## config.mk

```make
export PLATFORM = sky130hd
export DESIGN_NAME = sd_uart_cmd_sched
export DESIGN_NICKNAME = d
export VERILOG_FILES = /design/src/rtl/sd_uart_cmd_sched.sv
export SDC_FILE = /design/constraint.sdc
export NUM_CORES = 1
export LEC_CHECK = 0
export CAP_MARGIN = 15
export CORE_MARGIN = 10
export CORE_UTILIZATION = 34
export CTS_BUF_LIST = sky130_fd_sc_hd__clkbuf_8
export CTS_CLUSTER_DIAMETER = 200
export DETAILED_ROUTE_END_ITERATION = 7
export PLACE_DENSITY_LB_ADDON = 0.12
export SLEW_MARGIN = 20
export SYNTH_ARGS = -nofsm -noshare
export SYNTH_HDL_FRONTEND = slang
export SYNTH_SLANG_ARGS = --single-unit
```

## constraint.sdc

```tcl
create_clock -name CLK -period 8.4 [get_ports CLK]
set_clock_uncertainty 0.2 [all_clocks]
set_input_delay 1.68 -clock CLK [delete_from_list [all_inputs] [get_ports CLK]]
set_output_delay 1.68 -clock CLK [all_outputs]
set_load 0.05 [all_outputs]
```

## src/rtl/sd_uart_cmd_sched.sv

```systemverilog
// Purpose: parses 9-byte UART command frames (opcode, ADDR, LEN big-endian),
//          issues one write/read request to card_driver, waits for the transfer
//          to finish and returns a one-byte status to the UART transmitter.
// Latency: last RX byte at n -> arguments checked at n+1 -> WR_STB/RD_STB from n+2.
// Backpressure: RX is never stalled (bytes outside IDLE/ARG are counted in DROP_CNT);
//               the status byte waits in REPLY until TX_RDY.
// Ports: CLK/RST (sync, active-high); RX_STB/RX_DAT byte input; TX_STB/TX_DAT/TX_RDY
//        status output; WR_*/RD_* request/ack pairs; XFER_BUSY transfer-in-progress;
//        DROP_CNT saturating discarded-byte count.
module sd_uart_cmd_sched #(
  parameter logic [31:0] MAX_LENGTH = 32'd1048576,
  parameter int unsigned GAP_CYCLES = 5000000,
  parameter int unsigned ACK_CYCLES = 50000000,
  parameter int unsigned SETTLE     = 4
) (
  input  logic        CLK,
  input  logic        RST,
  input  logic        RX_STB,
  input  logic [7:0]  RX_DAT,
  output logic        TX_STB,
  output logic [7:0]  TX_DAT,
  input  logic        TX_RDY,
  output logic        WR_STB,
  output logic [31:0] WR_ADDR,
  output logic [31:0] WR_LENGTH,
  input  logic        WR_ACK,
  output logic        RD_STB,
  output logic [31:0] RD_ADDR,
  output logic [31:0] RD_LENGTH,
  input  logic        RD_ACK,
  input  logic        XFER_BUSY,
  output logic [7:0]  DROP_CNT
);

  localparam logic [31:0] GAP_LAST = 32'(GAP_CYCLES - 1);
  localparam logic [31:0] ACK_LAST = 32'(ACK_CYCLES - 1);
  localparam logic [31:0] SETTLE_N = 32'(SETTLE);

  localparam logic [7:0] OP_WRITE  = 8'h57;
  localparam logic [7:0] OP_READ   = 8'h52;
  localparam logic [7:0] ST_OK     = 8'h4B;
  localparam logic [7:0] ST_BADARG = 8'h45;
  localparam logic [7:0] ST_BADOP  = 8'h3F;
  localparam logic [7:0] ST_GAP    = 8'h54;
  localparam logic [7:0] ST_ACKTO  = 8'h58;

  typedef enum logic [2:0] {S_IDLE, S_ARG, S_CHECK, S_REQ, S_WAIT, S_REPLY} state_t;

  state_t      state_q, state_d;
  logic        dir_wr_q, dir_wr_d;
  logic [2:0]  idx_q, idx_d;
  logic [63:0] sr_q, sr_d;
  logic [31:0] gap_q, gap_d;
  logic [31:0] ack_q, ack_d;
  logic [31:0] settle_q, settle_d;
  logic        low_q, low_d;
  logic [7:0]  status_q, status_d;
  logic        wr_stb_q, wr_stb_d;
  logic        rd_stb_q, rd_stb_d;
  logic [31:0] wr_addr_q, wr_addr_d, wr_len_q, wr_len_d;
  logic [31:0] rd_addr_q, rd_addr_d, rd_len_q, rd_len_d;
  logic [7:0]  drop_q, drop_d;

  logic [31:0] frame_addr, frame_len;
  logic [32:0] frame_end;
  logic        bad_args, acked;

  assign frame_addr = sr_q[63:32];
  assign frame_len  = sr_q[31:0];
  // 33-bit end address so a transfer ending exactly at 2^32 is still legal.
  assign frame_end  = {1'b0, frame_addr} + {1'b0, frame_len};
  assign bad_args   = (frame_len == 32'd0) || (frame_len > MAX_LENGTH) ||
                      (frame_end > 33'h1_0000_0000);
  // Only an ACK seen against a raised strobe counts.
  assign acked      = (wr_stb_q & WR_ACK) | (rd_stb_q & RD_ACK);

  always_comb begin
    state_d   = state_q;
    dir_wr_d  = dir_wr_q;
    idx_d     = idx_q;
    sr_d      = sr_q;
    gap_d     = gap_q;
    ack_d     = ack_q;
    settle_d  = settle_q;
    low_d     = low_q;
    status_d  = status_q;
    wr_stb_d  = wr_stb_q;
    rd_stb_d  = rd_stb_q;
    wr_addr_d = wr_addr_q;
    wr_len_d  = wr_len_q;
    rd_addr_d = rd_addr_q;
    rd_len_d  = rd_len_q;
    drop_d    = drop_q;

    if (RX_STB && (state_q inside {S_CHECK, S_REQ, S_WAIT, S_REPLY}) && (drop_q != 8'hFF))
      drop_d = drop_q + 8'd1;

    case (state_q)
      S_IDLE: begin
        if (RX_STB) begin
          if ((RX_DAT == OP_WRITE) || (RX_DAT == OP_READ)) begin
            dir_wr_d = (RX_DAT == OP_WRITE);
            idx_d    = 3'd0;
            gap_d    = 32'd0;
            state_d  = S_ARG;
          end else begin
            status_d = ST_BADOP;
            state_d  = S_REPLY;
          end
        end
      end
      S_ARG: begin
        // A byte arriving on the timeout cycle wins over the timeout.
        if (RX_STB) begin
          sr_d  = {sr_q[55:0], RX_DAT};
          gap_d = 32'd0;
          idx_d = idx_q + 3'd1;
          if (idx_q == 3'd7) state_d = S_CHECK;
        end else if (gap_q == GAP_LAST) begin
          status_d = ST_GAP;
          state_d  = S_REPLY;
        end else begin
          gap_d = gap_q + 32'd1;
        end
      end
      S_CHECK: begin
        if (bad_args) begin
          status_d = ST_BADARG;
          state_d  = S_REPLY;
        end else begin
          if (dir_wr_q) begin
            wr_addr_d = frame_addr;
            wr_len_d  = frame_len;
            wr_stb_d  = 1'b1;
          end else begin
            rd_addr_d = frame_addr;
            rd_len_d  = frame_len;
            rd_stb_d  = 1'b1;
          end
          ack_d   = 32'd0;
          state_d = S_REQ;
        end
      end
      S_REQ: begin
        if (acked) begin
          wr_stb_d = 1'b0;
          rd_stb_d = 1'b0;
          settle_d = 32'd0;
          low_d    = 1'b0;
          state_d  = S_WAIT;
        end else if (ack_q == ACK_LAST) begin
          wr_stb_d = 1'b0;
          rd_stb_d = 1'b0;
          status_d = ST_ACKTO;
          state_d  = S_REPLY;
        end else begin
          ack_d = ack_q + 32'd1;
        end
      end
      S_WAIT: begin
        // XFER_BUSY may lag the ACK, so it is ignored for SETTLE cycles and then
        // must read low twice in a row before the transfer counts as done.
        if (settle_q < SETTLE_N) begin
          settle_d = settle_q + 32'd1;
        end else if (!XFER_BUSY) begin
          if (low_q) begin
            status_d = ST_OK;
            state_d  = S_REPLY;
          end else begin
            low_d = 1'b1;
          end
        end else begin
          low_d = 1'b0;
        end
      end
      S_REPLY: begin
        if (TX_RDY) state_d = S_IDLE;
      end
      default: state_d = S_IDLE;
    endcase
  end

  always_ff @(posedge CLK) begin
    if (RST) begin
      state_q   <= S_IDLE;
      dir_wr_q  <= 1'b0;
      idx_q     <= 3'd0;
      sr_q      <= 64'd0;
      gap_q     <= 32'd0;
      ack_q     <= 32'd0;
      settle_q  <= 32'd0;
      low_q     <= 1'b0;
      status_q  <= 8'd0;
      wr_stb_q  <= 1'b0;
      rd_stb_q  <= 1'b0;
      wr_addr_q <= 32'd0;
      wr_len_q  <= 32'd0;
      rd_addr_q <= 32'd0;
      rd_len_q  <= 32'd0;
      drop_q    <= 8'd0;
    end else begin
      state_q   <= state_d;
      dir_wr_q  <= dir_wr_d;
      idx_q     <= idx_d;
      sr_q      <= sr_d;
      gap_q     <= gap_d;
      ack_q     <= ack_d;
      settle_q  <= settle_d;
      low_q     <= low_d;
      status_q  <= status_d;
      wr_stb_q  <= wr_stb_d;
      rd_stb_q  <= rd_stb_d;
      wr_addr_q <= wr_addr_d;
      wr_len_q  <= wr_len_d;
      rd_addr_q <= rd_addr_d;
      rd_len_q  <= rd_len_d;
      drop_q    <= drop_d;
    end
  end

  // The strobe is decoded from REPLY so it coincides with the handshake cycle;
  // RST suppresses a byte that would otherwise go out while reset is sampled.
  assign TX_STB    = (state_q == S_REPLY) && TX_RDY && !RST;
  assign TX_DAT    = status_q;
  assign WR_STB    = wr_stb_q;
  assign WR_ADDR   = wr_addr_q;
  assign WR_LENGTH = wr_len_q;
  assign RD_STB    = rd_stb_q;
  assign RD_ADDR   = rd_addr_q;
  assign RD_LENGTH = rd_len_q;
  assign DROP_CNT  = drop_q;

endmodule

```

# Word-level counts from Yosys, hierarchy flattened
# Cells that the tools add are included.
classes:
  mul: 0
  n_eq_ne: 34
  muxes: 52
  bitwise: 5
  n_reduce_logical: 28
  n_div: 0
  n_shift: 0
  add_sub_neg: 6
  n_lt_le_gt_ge: 3
ops:
  columns: ["operator", "count"]
  rows:
  - ["2-to-1 mux 32 bit", 9]
  - ["case mux 32 bit (2 select lines)", 3]
  - ["adder 32 x 1 -> 32 bit, second input constant", 3]
  - ["2-to-1 mux 8 bit", 10]
  - ["2-to-1 mux 3 bit", 15]
  - ["case mux 8 bit (5 select lines)", 1]
  - ["inequality test 2 bit, second input constant", 17]
  - ["adder 32 x 32 -> 33 bit", 1]
  - ["greater-than comparator 33 bit, second input constant", 1]
  - ["== test 32 x 23 -> 1 bit, second input constant", 1]
  - ["== test 32 x 26 -> 1 bit, second input constant", 1]
  - ["greater-than comparator 32 x 21 -> 1 bit, second input constant", 1]
  - ["zero test 32 bit", 1]
  - ["< comparator 32 x 3 -> 1 bit, second input constant", 1]
  - ["AND reduction 4 bit", 5]
  - ["case mux 3 bit (6 select lines)", 1]
  - ["== test 8 x 7 -> 1 bit, second input constant", 2]
  - ["AND reduction 3 bit", 5]
  - ["AND reduction 11 bit", 1]
  - ["== test 3 bit, second input constant", 3]
  - ["2-to-1 mux 1 bit", 9]
  - ["inequality test 3 bit, second input constant", 3]
  - ["adder 8 x 1 -> 8 bit, second input constant", 1]
  - ["inequality test 8 bit, second input constant", 1]
  - ["other kinds (19)", 32]
word_totals:
  latchBits: 0
  ff_bits: 314
  inputBits: 15
  word_cells: 144
  mem_count: 0
  ram_bits: 0
  mem_bits_ro: 0
  out_inout_bits: 147

# Depth between registers and ports, before layout
logic_depth:
  word_depth: 5
  mapped_depth: 15
  ltp_nobuf: 13

# Least setup slack after synthesis
# OpenSTA, ideal clock, no wires.
synth_path:
  path_type: "input-to-reg"
  from: "input port RX_DAT[7]"
  to: "register gap_q[31]"
  t_required_ns: 8.072
  slack_ns: 4.003
  cell_stages: 10
  setup_ns: 0.128
  n_path_buf: 0
  arrival_ns: 4.070
  path_cell_list: "nand4bb_1 > nor3b_1 > a41oi_1 > and2_0 > nor4_2 > and2b_1 > and2_0 > nor3b_1 > xnor2_1 > nor2_1"
synth_via:
  elab_chain_cells: 4
  elab_cells_between_ends: 5
  classes_between: "3 x eq/ne; 2 x reduce/logical"
synth_lines:
  columns: ["element", "line", "text"]
  rows:
  - ["start: declaration", "19", "input logic [7:0] RX_DAT,"]
  - ["== test 8 x 7 -> 1 bit", "101", "if ((RX_DAT == OP_WRITE) || (RX_DAT == OP_READ)) begin"]
  - ["logical OR 1 bit (*)", "101", null]
  - ["inequality test 2 bit (no source line) (*)", null, null]
  - ["AND reduction 4 bit (no source line) (*)", null, null]
  - ["end signal: assignment", "206", "gap_q <= gap_d;"]
  - ["end: declaration", "53", "logic [31:0] gap_q, gap_d;"]
# Mark *: on every way between the ends. The rest lies on a longest branch, timed or not.
# A chain may end at the register's enable or synchronous reset.

# Worst setup path in the final report
layout_path:
  from: "register sr_q[18]"
  to: "register wr_addr_q[27] (netlist: WR_ADDR[27])"
layout_via:
  elab_chain_cells: 5
  elab_cells_between_ends: 8
  classes_between: "1 x add/sub; 2 x order compare; 1 x bitwise; 4 x reduce/logical"
layout_lines:
  columns: ["element", "line", "text"]
  rows:
  - ["start: declaration", "52", "logic [63:0] sr_q, sr_d;"]
  - ["start signal: assignment", "205", "sr_q <= sr_d;"]
  - ["adder 32 x 32 -> 33 bit, or another cell as far along", "71", "assign frame_end = {1'b0, frame_addr} + {1'b0, frame_len};"]
  - ["greater-than comparator 33 bit or logical OR 1 bit (tied branches)", "73, 72", null]
  - ["logical OR 1 bit (*)", "72", "assign bad_args = (frame_len == 32'd0) || (frame_len > MAX_LENGTH) ||"]
  - ["inverter 1 bit (no source line) (*)", null, null]
  - ["AND reduction 3 bit (no source line) (*)", null, null]
  - ["end signal: assignment", "213", "wr_addr_q <= wr_addr_d;"]
  - ["end: declaration", "60", "logic [31:0] wr_addr_q, wr_addr_d, wr_len_q, wr_len_d;"]
# Marks and branches as above.

==> flow_metrics.tcl <==
set metrics [dict create \
    async_flop_share_pct 0 \
    pre_cts_slack_ns 2.60 \
    cts-hold-fix-buffers 0 \
    synth-seq-area-share_pct 42.8 \
    status "finished, final reports clean" \
    vdd_drop_max_mv 0.112 \
    drive_above_1_share_pct 6.36 \
    drc 0 \
    ctsResizeCount 0 \
    grt_pass1_wl_um 72000 \
    crit_fanout 53 \
    vias 13267 \
    fin_crit_sh_pct 65.5 \
    yosys.cell_types.count 81 \
    synth.avg_cell_area_sq_um 8.34 \
    syn_inst 1755 \
    final.setup.tns_ns 0 \
    io_pins 162 \
    ant_nets 0 \
    design.core.area_sq_um 42200 \
    clkTransAtPathRegs_ns 0.06 \
    hp-class "reg -> reg" \
    cts-root-buf "clkbuf_8" \
    grt_use_total_pct 17.2 \
    clockBufferDepth 3 \
    synthesis.area_sq_um 14600 \
    cts_tree "yes" \
    synth_edf_count 0 \
    synthFlopType "dfxtp_1" \
    numPortBuffers 160 \
    postCtsSetupRepairBufs 0 \
    drt_iter0_markers 923 \
    die_x_um 228 \
    via_per_inst 5.43 \
    rsz0062_at_grt "false" \
    drt-total-wl_um 45900 \
    first_pass_iters 5 \
    finalSetupViolCount 0 \
    relSlewSlack_pct 42.1 \
    grt_pass1_vias 12997 \
    crit_type "reg -> reg" \
    grt_overflow 0 \
    tightest_slew_ns 0.866 \
    hold_violations 0 \
    grt_antenna_before_repair 2 \
    cp-end-kind "register" \
    fillers 4339 \
    die-area_sq_um 51800 \
    post_drt_wl_per_cell_um 18.8 \
    slew_viol_final 0 \
    ys_ff_latch 313 \
    clk_latency_ns 0.66 \
    clock_sinks 313 \
    worst_slack_ns 2.90 \
    area_growth_pct 19.9 \
    cellPowerDensity_nw_per_um2 196 \
    clock.fmax_mhz 182 \
    ys_warn_count 0 \
    fin_nets 1918 \
    rows 75 \
    gp_congestion 0.926 \
    syn-num-nets 1809 \
    initial_utilization_pct 34.7 \
    rrSetupSlack_ns 2.90 \
    p_leak_nw 6.12 \
    crit_required_ns 8.71 \
    die_h_um 228 \
    period_minus_slack_ns 5.50 \
    cts_buffers 56 \
    dp_hpwl_um 31500 \
    startpoint_type "register" \
    cp.arrival_ns 5.81 \
    drv_cap 0 \
    htreeDepth 2 \
    grt_max_degree 165 \
]
## per-layer routing
metal  routed length [um]  global-route usage (%)  part of all wire, %  vias to the layer above
li1                     -                       -                    -                     6596
met1                20500                    22.0                   45                     6296
met2                21400                    27.6                   47                      300
met3                 2970                    5.08                  6.5                       73
met4                  966                    4.92                  2.1                        2
met5                   13                       0                0.028                        -
## worst paths after layout
path,startpoint,cells past startpoint,endpoint
hold / removal,WR_LENGTH[25]$_SDFFE_PP0P_,1,WR_LENGTH[25]$_SDFFE_PP0P_
setup reg to reg,sr_q[18]$_SDFFE_PP0P_,12,WR_ADDR[27]$_SDFFE_PP0P_
hold reg to reg,WR_LENGTH[25]$_SDFFE_PP0P_,1,WR_LENGTH[25]$_SDFFE_PP0P_
setup / recovery,sr_q[18]$_SDFFE_PP0P_,12,WR_ADDR[27]$_SDFFE_PP0P_
## power breakdown
| part | internal [mW] | total [mW] | switching (mW) |
|---|---|---|---|
| Sequential | 1.52 | 1.57 | 0.0470 |
| Combinational | 0.124 | 0.420 | 0.297 |
| Clock | 0.800 | 1.45 | 0.649 |
| Total | 2.44 | 3.43 | 0.992 |
## registers in the layout (all words and copies together), names as in the netlist
signal / cells
state_q: 3
TX_DAT: 7
settle_q: 32
low_q: 1
DROP_CNT: 8
sr_q: 64
dir_wr_q: 1
WR_STB: 1
RD_STB: 1
gap_q: 32
RD_ADDR: 32
WR_LENGTH: 32
ack_q: 32
WR_ADDR: 32
idx_q: 3
RD_LENGTH: 32
## synthesized netlist by cell type, types with 8 or more instances
master / n / area (sq um)
buf_2: 8 / 40.0
nor3_1: 122 / 611
nand3_1: 49 / 245
or3_1: 10 / 62.6
nand4_1: 29 / 181
a211oi_1: 15 / 113
o211ai_1: 8 / 60.1
buf_6: 19 / 214
a31oi_1: 20 / 125
a311oi_1: 23 / 201
buf_1: 10 / 37.5
and4_1: 9 / 78.8
xor2_1: 32 / 280
a21oi_1: 144 / 721
nor2_1: 139 / 522
dfxtp_1: 313 / 6270
o21a_1: 8 / 60.1
xnor2_1: 23 / 201
a31o_1: 104 / 911
inv_1: 13 / 48.8
and3_1: 36 / 225
and2_1: 31 / 194
o21ai_0: 44 / 220
nand2_1: 284 / 1070
nor4_1: 30 / 188
clkbuf_1: 76 / 285
ha_1: 38 / 475
## final cells by class
cell class | count | area [sq um] | share of cell area, %
Tap cell | 539 | 674 | 3.84
Antenna cell | 1 | 2.50 | 0.0143
Clock inverter | 26 | 156 | 0.891
Inverter | 14 | 55.1 | 0.314
Timing Repair Buffer | 169 | 1680 | 9.56
Clock buffer | 72 | 991 | 5.64
Sequential cell | 313 | 6270 | 35.7
Multi-Input combinational cell | 1310 | 7730 | 44.0
## placed cells by master (no fill, tap or decap), types with 23 or more instances in the layout
| cell | instances |
|---|---|
| and3_1 | 36 |
| a21oi_1 | 144 |
| nand3_1 | 49 |
| xnor2_1 | 23 |
| nor3_1 | 122 |
| a31o_1 | 104 |
| clkdlybuf4s50_1 | 159 |
| a311oi_1 | 23 |
| dfxtp_1 | 312 |
| and2_1 | 30 |
| nand4_1 | 29 |
| nor2_1 | 138 |
| xor2_1 | 32 |
| inv_1 | 28 |
| o21ai_0 | 44 |
| clkbuf_8 | 72 |
| nand2_1 | 282 |
| nor4_1 | 30 |
| ha_1 | 38 |
## worst max-delay path, stage by stage, from the launching register on
cell      delay [ns]
dfxtp_1         0.38
ha_1            0.51
a21oi_1         0.19
o21ai_0         0.62
nor3_1          0.10
a211oi_1        0.43
xnor2_1         0.16
o21ai_0         0.09
or4_1           0.41
nor4_2          0.45
a32o_1          0.80
nand2_4         0.53
a31o_1          0.40
## per-stage QoR
| step | area, sq um | power, mW | cells | hold WS, ns | utilization (%) |
|---|---|---|---|---|---|
| after global placement | 16400 | 2.02 | 2345 | 0.242 | 38.8 |
| after global routing | 17600 | 3.59 | 2444 | 0.274 | 41.6 |
| after CTS | 17500 | 3.49 | 2443 | 0.262 | 41.6 |
| after floorplan | 14600 | 1.89 | 1755 | 0.238 | - |
| after detailed placement | 16400 | 2.02 | 2345 | 0.243 | 38.8 |
| final | 17600 | 3.43 | 2444 | 0.255 | 41.6 |
## logic make-up after synthesis
kind of cell / synth area share (%)
xor+xnor: 3.29
mux: 0.419
fa+ha+maj: 3.38
buf+inv: 4.54
compound gates: 20.5
other cells: 0.0256
flops: 42.8
simple gates: 25.0
Note: power is estimated with default switching activity, not from simulation.
==> RTL edit 1, RTL diff (same flow settings) <==
Reset style: asynchronous (`RST`), changed in one clocked block.
--- a/src/rtl/sd_uart_cmd_sched.sv
+++ b/src/rtl/sd_uart_cmd_sched.sv
@@ -180,7 +180,7 @@
     endcase
   end
 
-  always_ff @(posedge CLK) begin
+  always_ff @(posedge CLK or posedge RST) begin
     if (RST) begin
       state_q   <= S_IDLE;
       dir_wr_q  <= 1'b0;
Check against the original RTL: differs if RST is asserted again (counterexample within 4 cycles, from zero or initial values and one cycle with RST high); with RST held inactive, the same outputs for 4 cycles.
==> RTL edit 1 against the original RTL <==
Sequential share of layout area grew 5.6 points. Wire length is 4.7% lower. Sequential cell count stayed put. Final area increased by 8.1%. Non-clock buffer count is 4 higher. Critical path type unchanged. Die area grew 6.1%. Cell count fell by 9.3%. Area after synthesis grew 6.7%. Worst setup slack lost 0.21 ns. Critical endpoint is now RD_LENGTH[7]$_DFFE_PP0P_.
Power is not compared: it rests on default switching activity, and its combinational part moved more than twofold at a synthesized area within 25%.
==> RTL edit 1: results (changes against the original RTL) <==
\begin{tabular}{lr}
\hline
Metric & Value \\
\hline
\multicolumn{2}{l}{\textbf{Synthesis}} \\
Instance count of the mapped netlist & 1406 (-20\%) \\
Synth area leaders & dfrtp\_1, mux2\_2, mux2\_4 \\
Post-Synthesis Net Count & 1461 (-19\%) \\
Post-synthesis share of cell area spent on xor and xnor gates & 0.02747 (-0.005427) \\
Compound-cell area share of the yosys netlist & 0.1074 (-0.09777) \\
Post-Synth Adder-Cell Area & 0.03252 (-0.001321) \\
Share of synthesized area occupied by flip-flops and latches & 0.5014 (+0.07344) \\
Top cells by count, synth & dfrtp\_1, nand2\_1, nor2\_1 \\
Distinct cells, synth & 84 (+3.7\%) \\
\multicolumn{2}{l}{\textbf{Clock tree}} \\
Clock latency on the worst-skew pair & 0.64 ns (-0.02 ns) \\
Number of clock buffers inserted by TritonCTS & 57 (+1.8\%) \\
\multicolumn{2}{l}{\textbf{Layout}} \\
Fraction of layout instances using a drive strength above 1 & 0.1713 (+0.1078) \\
Final net count & 1627 (-15\%) \\
Number of antenna repair diodes & 0 (-1) \\
\multicolumn{2}{l}{\textbf{Place}} \\
Cell total after placement & 2113 (-9.9\%) \\
Last weighted congestion value of the routability-driven placer & 0.8870 (-4.2\%) \\
Placed cell areas & 17740 µm² (+8.1\%) \\
\multicolumn{2}{l}{\textbf{Worst setup path}} \\
R2r startpoint & sr\_q[0]\$\_DFFE\_PP0P\_ \\
Worst EP arrival & 6.03 ns (+0.22 ns) \\
Setup slack of the most critical reg-to-reg path & 2.69 ns (-0.21 ns) \\
Crit path required time & 8.72 ns (about the same) \\
R2R Path End & RD\_LENGTH[7]\$\_DFFE\_PP0P\_ \\
\multicolumn{2}{l}{\textbf{Detailed routing}} \\
Top sig layer & met4 \\
Met2 wire length & 20540 µm (-4.1\%) \\
Via Count & 11.59k (-13\%) \\
Sum of routed wire length over all layers & 43680 µm (-4.7\%) \\
Met3 routed WL & 2192 µm (-26\%) \\
First-pass detailed-route iteration total & 7 (+2) \\
Post-Route M1 WL & 20120 µm (-1.8\%) \\
DR iter-0 viols & 861 (-6.7\%) \\
Via count normalized by instance count & 5.229 (-3.7\%) \\
\multicolumn{2}{l}{\textbf{Global route}} \\
Initial antenna violation count & 0 (-2) \\
Number of global-route vias before repair & 11.66k (-10\%) \\
Met3 layer usage reported by global route & 0.03481 (-0.01602) \\
Routing usage on met2 & 0.2513 (-0.02481) \\
Maximum number of pins on one net before global-route repair & 80 (-52\%) \\
Wire length of the first global-routing pass & 68430 µm (-4.9\%) \\
Overall global routing resource usage & 0.1572 (-0.01497) \\
Met1 track utilization from global routing & 0.2103 (-0.009669) \\
\multicolumn{2}{l}{\textbf{Power and ir drop}} \\
Total leakage power & 8.790 nW \\
\multicolumn{2}{l}{\textbf{Worst hold path}} \\
Tightest Hold Check Type & register to register \\
\multicolumn{2}{l}{\textbf{STA}} \\
Relative slew slack & 0.3186 (-0.1025) \\
Hold slack & 0.2844 ns (+0.02911 ns) \\
Final setup violation count & 0 (unchanged) \\
\multicolumn{2}{l}{\textbf{Status}} \\
Outcome & complete, no violations \\
\hline
\end{tabular}
[RTL edit 1: cell types whose count changed after synthesis, moves of 81 or more]
cell	unedited run	this run
dfrtp_1	0	313
mux2_2	1	98
a21oi_1	144	59
dfxtp_1	313	0
nand2_1	284	108
nor3_1	122	41
a31o_1	104	0
[RTL edit 1: critical path: stages (launching register included)]
cell,delay (ns)
dfrtp_1,0.44
ha_1,0.25
fa_1,0.43
a211oi_1,0.34
o211ai_1,0.16
a211oi_1,0.55
o21ai_0,0.26
nor3_1,0.22
a31oi_1,0.07
nor4_1,0.64
nand4_4,0.27
a21oi_4,0.67
buf_4,0.62
mux2_1,0.38
[RTL edit 1: cell type report]
cell class                      instances  area (µm²)
Fill cell                            4375       26400
Sequential cell                       313        7833
Multi-Input combinational cell       1007        7376
Timing Repair Buffer                  173        1703
Clock buffer                           74        1018
Tap cell                              600       750.7
Clock inverter                         30       219.0
Inverter                               20       78.83
==> RTL edit 2, RTL diff (same settings) <==
Made on the original files. Set the parameter `GAP_CYCLES` to 2500000 (it was 5000000).
--- a/src/rtl/sd_uart_cmd_sched.sv
+++ b/src/rtl/sd_uart_cmd_sched.sv
@@ -9,7 +9,7 @@
 //        DROP_CNT saturating discarded-byte count.
 module sd_uart_cmd_sched #(
   parameter logic [31:0] MAX_LENGTH = 32'd1048576,
-  parameter int unsigned GAP_CYCLES = 5000000,
+  parameter int unsigned GAP_CYCLES = 2500000,
   parameter int unsigned ACK_CYCLES = 50000000,
   parameter int unsigned SETTLE     = 4
 ) (
Check against the original RTL: same outputs for any inputs over 4 cycles, from zero or initial values and one cycle with RST high; that may be too few to reach the edited logic, so the function may still have changed.
==> RTL edit 2 against the original RTL <==
Power rose by 1.7%. Area after synthesis fell by 1.3%. Worst setup slack improved by 0.30 ns. Combinational power rose by 6.9%. Wire length fell by 4.4%. Sequential cell count did not move. Critical path depth fell by 8. Cell count fell by 1.2%. Maximum frequency rose by 5.8%. Global-route usage fell by 0.28 points. Final area fell by 0.53%. Largest cell class unchanged.
==> RTL edit 2: results (changes against the original RTL) <==
\begin{tabular}{lr}
\hline
Metric & Value \\
\hline
\multicolumn{2}{l}{\textbf{Clock tree}} \\
Clock-pin slew of the registers on the worst-case setup and hold paths & 0.05 ns \\
Count of H-tree levels built during CTS & 2 (unchanged) \\
Clock latency on the worst-skew pair & 0.65 ns \\
Number of clock buffers inserted by TritonCTS & 57 (+1.8\%) \\
\multicolumn{2}{l}{\textbf{Place}} \\
Detailed-placement wirelength estimate & 30980 µm (-1.6\%) \\
Last weighted congestion value of the routability-driven placer & 0.8888 (-4.0\%) \\
Cell total after placement & 2315 (-1.3\%) \\
\multicolumn{2}{l}{\textbf{Synthesis}} \\
Mean cell area of the mapped netlist & 8.525 µm² (+2.2\%) \\
Post-Synthesis Net Count & 1749 (-3.3\%) \\
Synth area leaders & dfxtp\_1, mux2i\_1, nor2\_1 \\
Distinct cells, synth & 77 (-4.9\%) \\
Top cells by count, synth & dfxtp\_1, nor2\_1, nand2\_1 \\
Share of synthesized area occupied by flip-flops and latches & 0.4336 (+0.005670) \\
\multicolumn{2}{l}{\textbf{Worst setup path}} \\
Worst EP arrival & 3.32 ns (-2.49 ns) \\
Critical Path End Type & output pin \\
Crit-path max FO & 2 (-96\%) \\
\multicolumn{2}{l}{\textbf{Global route}} \\
Number of global-route vias before repair & 12.22k (-6.0\%) \\
Maximum number of pins on one net before global-route repair & 86 (-48\%) \\
Wire length of the first global-routing pass & 68870 µm (-4.3\%) \\
Initial antenna violation count & 0 (-2) \\
Overall global routing resource usage & 0.1693 (-0.002799) \\
\multicolumn{2}{l}{\textbf{Detailed routing}} \\
Via count normalized by instance count & 5.163 (-4.9\%) \\
First-pass detailed-route iteration total & 5 (unchanged) \\
DR iter-0 viols & 851 (-7.8\%) \\
Sum of routed wire length over all layers & 43840 µm (-4.4\%) \\
\multicolumn{2}{l}{\textbf{Layout}} \\
Number of standard cells in the final layout excluding fillers & 2415 (-1.2\%) \\
Number of antenna repair diodes & 0 (-1) \\
Final net count & 1889 (-1.5\%) \\
Fraction of layout instances using a drive strength above 1 & 0.06503 (+0.001482) \\
\# fillers & 4208 (-3.0\%) \\
\multicolumn{2}{l}{\textbf{STA}} \\
Relative slew slack & 0.3544 (-0.06676) \\
\multicolumn{2}{l}{\textbf{Status}} \\
Outcome & complete, no violations \\
\multicolumn{2}{l}{\textbf{Power and ir drop}} \\
Total leakage power & 6.177 nW (+0.87\%) \\
Max rail drop VDD & 151.8 µV (+36\%) \\
Internal & 0.002485 W (+1.7\%) \\
\multicolumn{2}{l}{\textbf{Worst hold path}} \\
Tightest Hold Check Type & register to register \\
\hline
\end{tabular}
[RTL edit 2: layer usage]
layer | up-vias | global-route usage | routed length [µm] | share of wire
met1 | 5907 | 0.2063 | 19220 | 0.44
li1 | 6255 | - | - | -
met2 | 231 | 0.2929 | 21780 | 0.50
met3 | 75 | 0.03463 | 1791 | 0.041
met5 | - | 0 | 0 | 0
met4 | 0 | 0.05324 | 1046 | 0.024
[RTL edit 2: kinds of logic after synthesis]
| logic type | count (synthesis) | synth area share |
|---|---|---|
| adders and majority gates | 39 | 0.03429 |
| xor gates and xnor gates | 48 | 0.02909 |
| DFF | 313 | 0.4336 |
| buffers and inverters | 122 | 0.04598 |
| AOI/OAI and AO/OA | 319 | 0.1355 |
| muxes | 121 | 0.08442 |
| and+or+nand+nor | 732 | 0.2368 |
| other | 1 | 0.0002595 |
[RTL edit 2: worst paths after layout]
path	startpoint	to	slack (ns)	cells past startpoint
worst min register to register	WR_LENGTH[21]$_SDFFE_PP0P_	WR_LENGTH[21]$_SDFFE_PP0P_	0.26	1
worst max register to register	sr_q[14]$_SDFFE_PP0P_	RD_ADDR[8]$_SDFFE_PP0P_	3.38	13
worst max-delay path	TX_RDY	TX_STB	3.20	4
worst min-delay path	WR_LENGTH[21]$_SDFFE_PP0P_	WR_LENGTH[21]$_SDFFE_PP0P_	0.26	1
[RTL edit 2: layout make-up]
class / count / area [µm²] / share of cell area
multi-input cells: 1260 / 7542 / 0.4319
flip-flops and latches: 313 / 6266 / 0.3588
repair buffers: 171 / 1685 / 0.09650
clock buffers: 71 / 977.2 / 0.05595
well taps: 539 / 674.4 / 0.03862
clock inverters: 29 / 198.9 / 0.01139
inverters: 32 / 120.1 / 0.006878
[RTL edit 2: through the flow]
step | hold WS (ns) | worst slack (ns) | instance area, µm² | total power [W]
2_1_floorplan | 0.2302 | 3.146 | 14450 | 0.001909
4_1_cts | 0.2612 | 3.193 | 17460 | 0.003560
3_5_place_dp | 0.2427 | 2.624 | 16290 | 0.002051
3_3_place_gp | 0.2433 | 2.643 | 16290 | 0.002048
5_1_grt | 0.2694 | 2.926 | 17460 | 0.003668
6_report | 0.2569 | 3.203 | 17460 | 0.003494
[RTL edit 2: power groups by stage]
stage | Sequential [W] | Combinational [W] | Clock (W)
finish | 0.00157 | 0.000449 | 0.00148
global placement | 0.00160 | 0.000448 | 0
CTS | 0.00157 | 0.000454 | 0.00154
global route | 0.00157 | 0.000494 | 0.00160
floorplan | 0.00161 | 0.000294 | 0
detailed placement | 0.00160 | 0.000452 | 0
[RTL edit 2: worst max-delay path: stages]
cell and delay (ns):
clkdlybuf4s50_1 0.49, nand2_1 0.06, nor4_1 0.21, clkdlybuf4s50_1 0.87
